## config.mk

```make
export PLATFORM = sky130hd
export DESIGN_NAME = fbindct_pipe_flat
export DESIGN_NICKNAME = d
export VERILOG_FILES = /design/src/rtl/fbindct_pipe_if.sv /design/src/rtl/fbindct_pipe.sv /design/src/flat_wrapper.sv
export SDC_FILE = /design/constraint.sdc
export NUM_CORES = 2
export LEC_CHECK = 0
export BUFFER_PORTS_ARGS = -buffer_cell sky130_fd_sc_hd__buf_2
export CORE_AREA = 2 2 452 454
export DETAILED_ROUTE_END_ITERATION = 7
export DIE_AREA = 0 0 454 456
export HOLD_SLACK_MARGIN = 0.03
export PLACE_DENSITY = 0.43
export REMOVE_ABC_BUFFERS = 1
export SLEW_MARGIN = 20
export SYNTH_ARGS = -nofsm -noshare
export SYNTH_HDL_FRONTEND = slang
export SYNTH_SLANG_ARGS = --single-unit
```

## constraint.sdc

```tcl
create_clock -name clk -period 37.3 [get_ports clk]
set_input_delay 7.46 -clock clk [delete_from_list [all_inputs] [get_ports clk]]
set_output_delay 7.46 -clock clk [all_outputs]
set_load 0.005 [all_outputs]
```

## src/rtl/fbindct_pipe_if.sv

```systemverilog
// Streaming port bundle for fbindct_pipe: vector in, coefficients out,
// each side with its own valid/ready pair plus tag and saturation sideband.
interface fbindct_pipe_if #(
    parameter int IN_WIDTH  = 20,
    parameter int OUT_WIDTH = 20,
    parameter int TAG_WIDTH = 8
);
    logic signed [IN_WIDTH-1:0]  x_in [8];
    logic [TAG_WIDTH-1:0]        tag_in;
    logic                        valid_in;
    logic                        ready_in;
    logic signed [OUT_WIDTH-1:0] y_out [8];
    logic [TAG_WIDTH-1:0]        tag_out;
    logic                        sat_out;
    logic                        valid_out;
    logic                        ready_out;

    modport master (
        output x_in, tag_in, valid_in, ready_out,
        input  ready_in, y_out, tag_out, sat_out, valid_out
    );

    modport slave (
        input  x_in, tag_in, valid_in, ready_out,
        output ready_in, y_out, tag_out, sat_out, valid_out
    );
endinterface

```

## src/rtl/fbindct_pipe.sv

```systemverilog
// Pipelined 8-point forward binDCT-C (shift-add lifting), one vector/clk.
// FBINDCT_ROUND_EN: round half up before the output shift instead of truncating.
module fbindct_pipe #(
    parameter int IN_WIDTH  = 20,
    parameter int INT_BITS  = 4,
    parameter int FRAC_BITS = 6,
    parameter int OUT_WIDTH = 20,
    parameter int OUT_FRAC  = 4,
    parameter int TAG_WIDTH = 8
) (
    input logic          clk,
    input logic          rst_n,
    fbindct_pipe_if.slave io
);
    localparam int W  = IN_WIDTH + INT_BITS + FRAC_BITS;
    localparam int SH = FRAC_BITS - OUT_FRAC;

    typedef logic signed [W-1:0] w_t;
    typedef logic [TAG_WIDTH-1:0] tag_t;

    generate
        if (OUT_FRAC < 0 || OUT_FRAC > FRAC_BITS) begin : g_bad_q
            $error("fbindct_pipe: OUT_FRAC must lie in 0..FRAC_BITS");
        end
    endgenerate

    localparam w_t OMAX = w_t'({1'b0, {(OUT_WIDTH-1){1'b1}}});
    localparam w_t OMIN = ~OMAX;
`ifdef FBINDCT_ROUND_EN
    localparam w_t RND = w_t'((1 << SH) >> 1);
`else
    localparam w_t RND = '0;
`endif

    logic en;
    logic v0, v1, v2, v3;

    w_t   s0 [8];
    tag_t t0;
    w_t   a [8];
    tag_t t1;
    w_t   b0, b1, a4, a7;
    w_t   c [4];
    tag_t t2;
    w_t   c4, c5, c6, c7;
    w_t   d0, d1, d2, d3;
    tag_t t3;

    w_t b0_n, b1_n, d0_n, d2_n;
    w_t d4, d5, d6;
    w_t ov [8];
    w_t r;
    logic signed [OUT_WIDTH-1:0] y_n [8];
    logic clip;

    // One global enable: the whole pipe freezes when the output is blocked.
    assign en          = !io.valid_out || io.ready_out;
    assign io.ready_in = en;

    always_ff @(posedge clk or negedge rst_n) begin
        if (!rst_n) begin
            v0 <= 1'b0;
            v1 <= 1'b0;
            v2 <= 1'b0;
            v3 <= 1'b0;
        end else if (en) begin
            v0 <= io.valid_in;
            v1 <= v0;
            v2 <= v1;
            v3 <= v2;
        end
    end

    always_comb begin
        b0_n = a[6] + (a[5] >>> 2) + (a[5] >>> 3);
        b1_n = (b0_n >>> 1) + (b0_n >>> 3) - a[5];
        d0_n = c[0] + c[1];
        d2_n = c[2] - (c[3] >>> 2) - (c[3] >>> 3);
    end

    always_ff @(posedge clk) begin
        if (en) begin
            for (int i = 0; i < 8; i++) begin
                s0[i] <= w_t'(io.x_in[i]) <<< FRAC_BITS;
            end
            t0 <= io.tag_in;

            for (int i = 0; i < 4; i++) begin
                a[i]   <= s0[i] + s0[7-i];
                a[7-i] <= s0[i] - s0[7-i];
            end
            t1 <= t0;

            b0   <= b0_n;
            b1   <= b1_n;
            a4   <= a[4];
            a7   <= a[7];
            c[0] <= a[0] + a[3];
            c[1] <= a[1] + a[2];
            c[2] <= a[1] - a[2];
            c[3] <= a[0] - a[3];
            t2   <= t1;

            c4 <= a4 + b1;
            c5 <= a4 - b1;
            c6 <= a7 - b0;
            c7 <= a7 + b0;
            d0 <= d0_n;
            d1 <= (d0_n >>> 1) - c[1];
            d2 <= d2_n;
            d3 <= c[3] + (d2_n >>> 2) + (d2_n >>> 3);
            t3 <= t2;
        end
    end

    always_comb begin
        d4 = c4 - (c7 >>> 3);
        d5 = c5 + (c6 >>> 1) + (c6 >>> 2) + (c6 >>> 3);
        d6 = c6 - (d5 >>> 1);
        ov[0] = d0;
        ov[1] = c7;
        ov[2] = d3;
        ov[3] = d6;
        ov[4] = d1;
        ov[5] = d5;
        ov[6] = d2;
        ov[7] = d4;
    end

    // Rescale to the output Q format, then clip to OUT_WIDTH.
    always_comb begin
        clip = 1'b0;
        r    = '0;
        for (int i = 0; i < 8; i++) begin
            r      = (ov[i] + RND) >>> SH;
            y_n[i] = r[OUT_WIDTH-1:0];
            if (r > OMAX) begin
                y_n[i] = OMAX[OUT_WIDTH-1:0];
                clip   = 1'b1;
            end else if (r < OMIN) begin
                y_n[i] = OMIN[OUT_WIDTH-1:0];
                clip   = 1'b1;
            end
        end
    end

    always_ff @(posedge clk or negedge rst_n) begin
        if (!rst_n) begin
            io.valid_out <= 1'b0;
            io.tag_out   <= '0;
            io.sat_out   <= 1'b0;
            for (int i = 0; i < 8; i++) begin
                io.y_out[i] <= '0;
            end
        end else if (en) begin
            io.valid_out <= v3;
            io.tag_out   <= t3;
            io.sat_out   <= clip;
            for (int i = 0; i < 8; i++) begin
                io.y_out[i] <= y_n[i];
            end
        end
    end
endmodule

```

## src/flat_wrapper.sv

```systemverilog
// flat-port wrapper written by rule: the top's interface ports become plain ports
module fbindct_pipe_flat 
#(
    parameter int IN_WIDTH  = 20,
    parameter int INT_BITS  = 4,
    parameter int FRAC_BITS = 6,
    parameter int OUT_WIDTH = 20,
    parameter int OUT_FRAC  = 4,
    parameter int TAG_WIDTH = 8
)
  (clk, rst_n, io_x_in, io_tag_in, io_valid_in, io_ready_out, io_ready_in, io_y_out, io_tag_out, io_sat_out, io_valid_out);
  fbindct_pipe_if #(.IN_WIDTH(IN_WIDTH), .OUT_WIDTH(OUT_WIDTH), .TAG_WIDTH(TAG_WIDTH)) io_i ();
  input logic clk;
  input logic rst_n;
  input wire logic [$bits(io_i.x_in)-1:0] io_x_in;
  input wire logic [$bits(io_i.tag_in)-1:0] io_tag_in;
  input wire logic [$bits(io_i.valid_in)-1:0] io_valid_in;
  input wire logic [$bits(io_i.ready_out)-1:0] io_ready_out;
  output wire logic [$bits(io_i.ready_in)-1:0] io_ready_in;
  output wire logic [$bits(io_i.y_out)-1:0] io_y_out;
  output wire logic [$bits(io_i.tag_out)-1:0] io_tag_out;
  output wire logic [$bits(io_i.sat_out)-1:0] io_sat_out;
  output wire logic [$bits(io_i.valid_out)-1:0] io_valid_out;
  assign io_i.x_in = {>>{io_x_in}};
  assign io_i.tag_in = io_tag_in;
  assign io_i.valid_in = io_valid_in;
  assign io_i.ready_out = io_ready_out;
  assign io_ready_in = io_i.ready_in;
  assign io_y_out = {>>{io_i.y_out}};
  assign io_tag_out = io_i.tag_out;
  assign io_sat_out = io_i.sat_out;
  assign io_valid_out = io_i.valid_out;
  fbindct_pipe #(.IN_WIDTH(IN_WIDTH), .INT_BITS(INT_BITS), .FRAC_BITS(FRAC_BITS), .OUT_WIDTH(OUT_WIDTH), .OUT_FRAC(OUT_FRAC), .TAG_WIDTH(TAG_WIDTH)) u_core (.clk(clk), .rst_n(rst_n), .io(io_i));
endmodule
```

==> results.yml <==
global_routing:
  grtUsageMet2_pct: 27.0
  met1_usage_pct: 21.4
  grt.met3_usage_pct: 1.96
  grt_max_degree: 145
  gr-max-usage-layer: "met2"
  globalRouteTotalUtil_pct: 16.0
  grt_antenna_before_repair: 8
  first_global_vias: 41100
  globalRoute.totalOverflow: 0
  grt_pass1_wl_mm: 253
synth:
  synth_area_leaders: "edfxtp_1 (39%), ha_1 (12%), dfrtp_1 (7.0%)"
  number_of_standard_cells_after_synthesis: 5682
  yosysMostFrequentCell: "edfxtp_1"
  synth_cell_types: 89
  synthesized_area_fraction_occupied_by_ao_oa_aoi_and_oai_cells_pct: 13.8
  asr_flop_ratio_synth_pct: 17.6
  ys.warnings.count: 0
  commonest_cells_in_the_netlist: "edfxtp_1 (789), inv_1 (701), ha_1 (595)"
  yosys_most_used_dff: "edfxtp_1"
  post-synth-top-area-cell: "edfxtp_1"
  synthXorXnorAreaFrac_pct: 6.89
  ys_seq_area_share_pct: 46.2
  syn-cell-area_um2: 60500
  yosys_register_bits: 958
  synth_simple_gate_area_share_pct: 10.4
  synth.avg_cell_area_um2: 10.6
  synthDominantCellAreaShare_pct: 39.2
  synth_top_family_by_area: "adder cells"
  synthAdderAreaFrac_pct: 17.4
  number_of_enable_flip_flop_cells_after_synthesis: 789
  post_synth_mux_area_share_pct: 0.101
placement:
  port_buffers: 342
  place_congestion: 0.834
  dp_hpwl_mm: 134
clock_network:
  clock_latency_late_sink_ps: 800
  htreeDepth: 3
  clock_path_buffers: 3
  number_of_buffers_created_by_cts: 119
  clk_pin_slew_ps: 60
  cts_setup_buffers: 0
  tritoncts: "built"
  clock-sinks: 958
  postCtsResizedCells: 0
  hold_buffers: 0
  clock_tree.root_cell: "clkbuf_16"
worst_setup_path:
  crit_path_max_fanout: 102
  cp_slowest_cell: "inv_8"
  worstSetupPathType: "in -> out"
  cp-start-kind: "primary input"
  critical-path-max-stage-delay_ps: 370
  cp_dominant_cell_by_count: "buf_2"
  crit_chain: "buf_2, nor2b_4, inv_8, buf_2"
  required_ps: 29840
  critPathArrivalTime_ps: 8220
  end_kind: "output pin"
  timing.reg2reg.worst_path_depth: 26
sta:
  setup_repair_after_global_routing_missed_its_margin: "no"
  final.hold.worst_slack_ps: 381
  layout_worst_path_cycle_share_pct: 42.0
  setup_viol_count_final: 0
  final-hold-violation-count: 0
  fmaxAchievable_ghz: 0.0638
  tightestPinTransition_ps: 1040
  finalCriticalPeriod_ps: 15680
  final.setup_skew_ps: 81.3
  slew_violations: 0
  headroom_to_the_max_slew_limit_pct: 30.7
detailed_routing:
  viasPerCell: 4.68
  antenna_violating_nets_post_route: 0
  drtPass1Iterations: 5
  wirelength_mm: 168
  detail_route.wl_per_cell_um: 19.0
  detailedRoute.firstIterationViolations: 2504
  post-route-drc-count: 0
  dr_total_vias: 41300
floorplan:
  ioPinCount: 343
  design.die.area_um2: 207000
  start_util_pct: 30.0
  core_region_area_um2: 202000
  placement_rows: 165
  die_outline_height_um: 456
  floorplan.die.width_um: 454
cells_and_area:
  multi_input_comb_area_um2: 29400
  postLayoutCoreUtil_pct: 34.4
  layout.filler_cells: 20400
  number_of_nets_in_the_finished_design: 6961
  sequential_cell_area_um2: 27900
  synthToLayoutAreaGrowth_pct: 14.8
  layout-drive-gt1-share_pct: 10.5
run:
  drv.max_cap_violation_count: 0
hold_path:
  worst_hold_path.num_cells: 0
  min_path_type: "reg -> reg"
status:
  status: "finished, final reports clean"
kinds of logic after synthesis:
kind of cell             Yosys count
AO/OA/AOI/OAI                   1335
AND/OR/NAND/NOR                 1322
flip-flops                       958
buffers and inverters            837
adder cells (fa/ha/maj)          749
XOR/XNOR                         475
multiplexers                       6
worst max-delay path, delay by kind of cell:
| kind | cells | cell delay (ps) |
|---|---|---|
| simple gates | 1 | 50 |
| buf+inv | 3 | 700 |
cells in the final DEF (no fill, tap or decap), types with 12 or more instances in the layout:
cell / synthesis / layout
o21ba_2: 21 / 21
o211ai_1: 27 / 27
buf_4: 7 / 28
nor2_1: 392 / 392
clkbuf_16: 0 / 127
or2_2: 22 / 22
a211o_1: 12 / 12
nor2b_1: 85 / 84
edfxtp_1: 789 / 789
nand2_1: 349 / 349
a211oi_1: 23 / 23
fa_1: 154 / 154
clkinv_1: 1 / 18
nand3b_1: 14 / 14
nand4_1: 33 / 33
o21ai_0: 395 / 392
clkbuf_1: 123 / 17
a2111oi_0: 13 / 13
buf_2: 3 / 341
a21oi_1: 374 / 372
and2_1: 27 / 27
nor3_1: 124 / 124
a31o_2: 13 / 13
nand3_1: 64 / 64
o21bai_1: 71 / 71
ha_1: 595 / 595
inv_1: 701 / 700
nor4_1: 21 / 21
a21boi_0: 26 / 26
or3_1: 39 / 39
a31oi_1: 61 / 61
dfrtp_1: 169 / 169
a21o_1: 108 / 108
o31ai_1: 19 / 19
clkinv_2: 0 / 22
xnor2_1: 341 / 341
and3_1: 56 / 56
nand2b_1: 62 / 62
o21a_1: 56 / 56
xor2_1: 133 / 133
final cells by class:
class                           instances  share of cell area, %
Timing Repair Buffer                  372                   2.84
Clock inverter                         76                   1.16
Sequential cell                       958                   40.2
Clock buffer                          150                   4.79
Inverter                              702                   3.81
Antenna cell                            1                0.00360
Tap cell                             2672                   4.82
Multi-Input combinational cell       3887                   42.4
state kept, by name, summed over array words and instances, names as in the netlist, 23 cells and up:
register	flops
u_core.c	94
u_core.c5	28
u_core.b1	30
u_core.d0	23
u_core.d1	25
u_core.a4	24
u_core.b0	25
u_core.a	188
u_core.io.y_out	155
u_core.c6	26
u_core.d2	26
u_core.a7	24
u_core.s0	160
u_core.d3	29
u_core.c7	27
u_core.c4	28
stage by stage:
stage | worst slack, ps | setup TNS (ps) | cells | area (µm²)
floorplan | -18500 | -9823120 | 5547 | 59900
global placement | 21510 | 0 | 8591 | 65300
detailed placement | 21510 | 0 | 8591 | 65300
CTS | 21510 | 0 | 8817 | 69400
global route | 21470 | 0 | 8818 | 69400
finish | 21620 | 0 | 8818 | 69400
final timing paths:
check	startpoint	endpoint	slack, ps
worst min-delay path	u_core.a[7][17]$_DFFE_PP_	u_core.a7[17]$_DFFE_PP_	380
worst min register to register	u_core.a[7][17]$_DFFE_PP_	u_core.a7[17]$_DFFE_PP_	380
min in group asynchronous	rst_n	u_core.io.tag_out[3]$_DFFE_PN0P_	6560
max in group asynchronous	rst_n	u_core.io.y_out[119]$_DFFE_PN0P_	29450
worst max-delay path	io_ready_out	io_ready_in	21620
worst max register to register	u_core.c6[4]$_DFFE_PP_	u_core.io.y_out[85]$_DFFE_PN0P_	29730
routing by layer:
metal | up-vias | wire length [µm]
li1 | 20600 | -
met1 | 19900 | 77700
met2 | 644 | 80600
met3 | 179 | 4900
met4 | 4 | 4780
met5 | - | 19
Power is not shown: default switching activity piles up to over one toggle a cycle in this logic, so the estimate is an artifact.
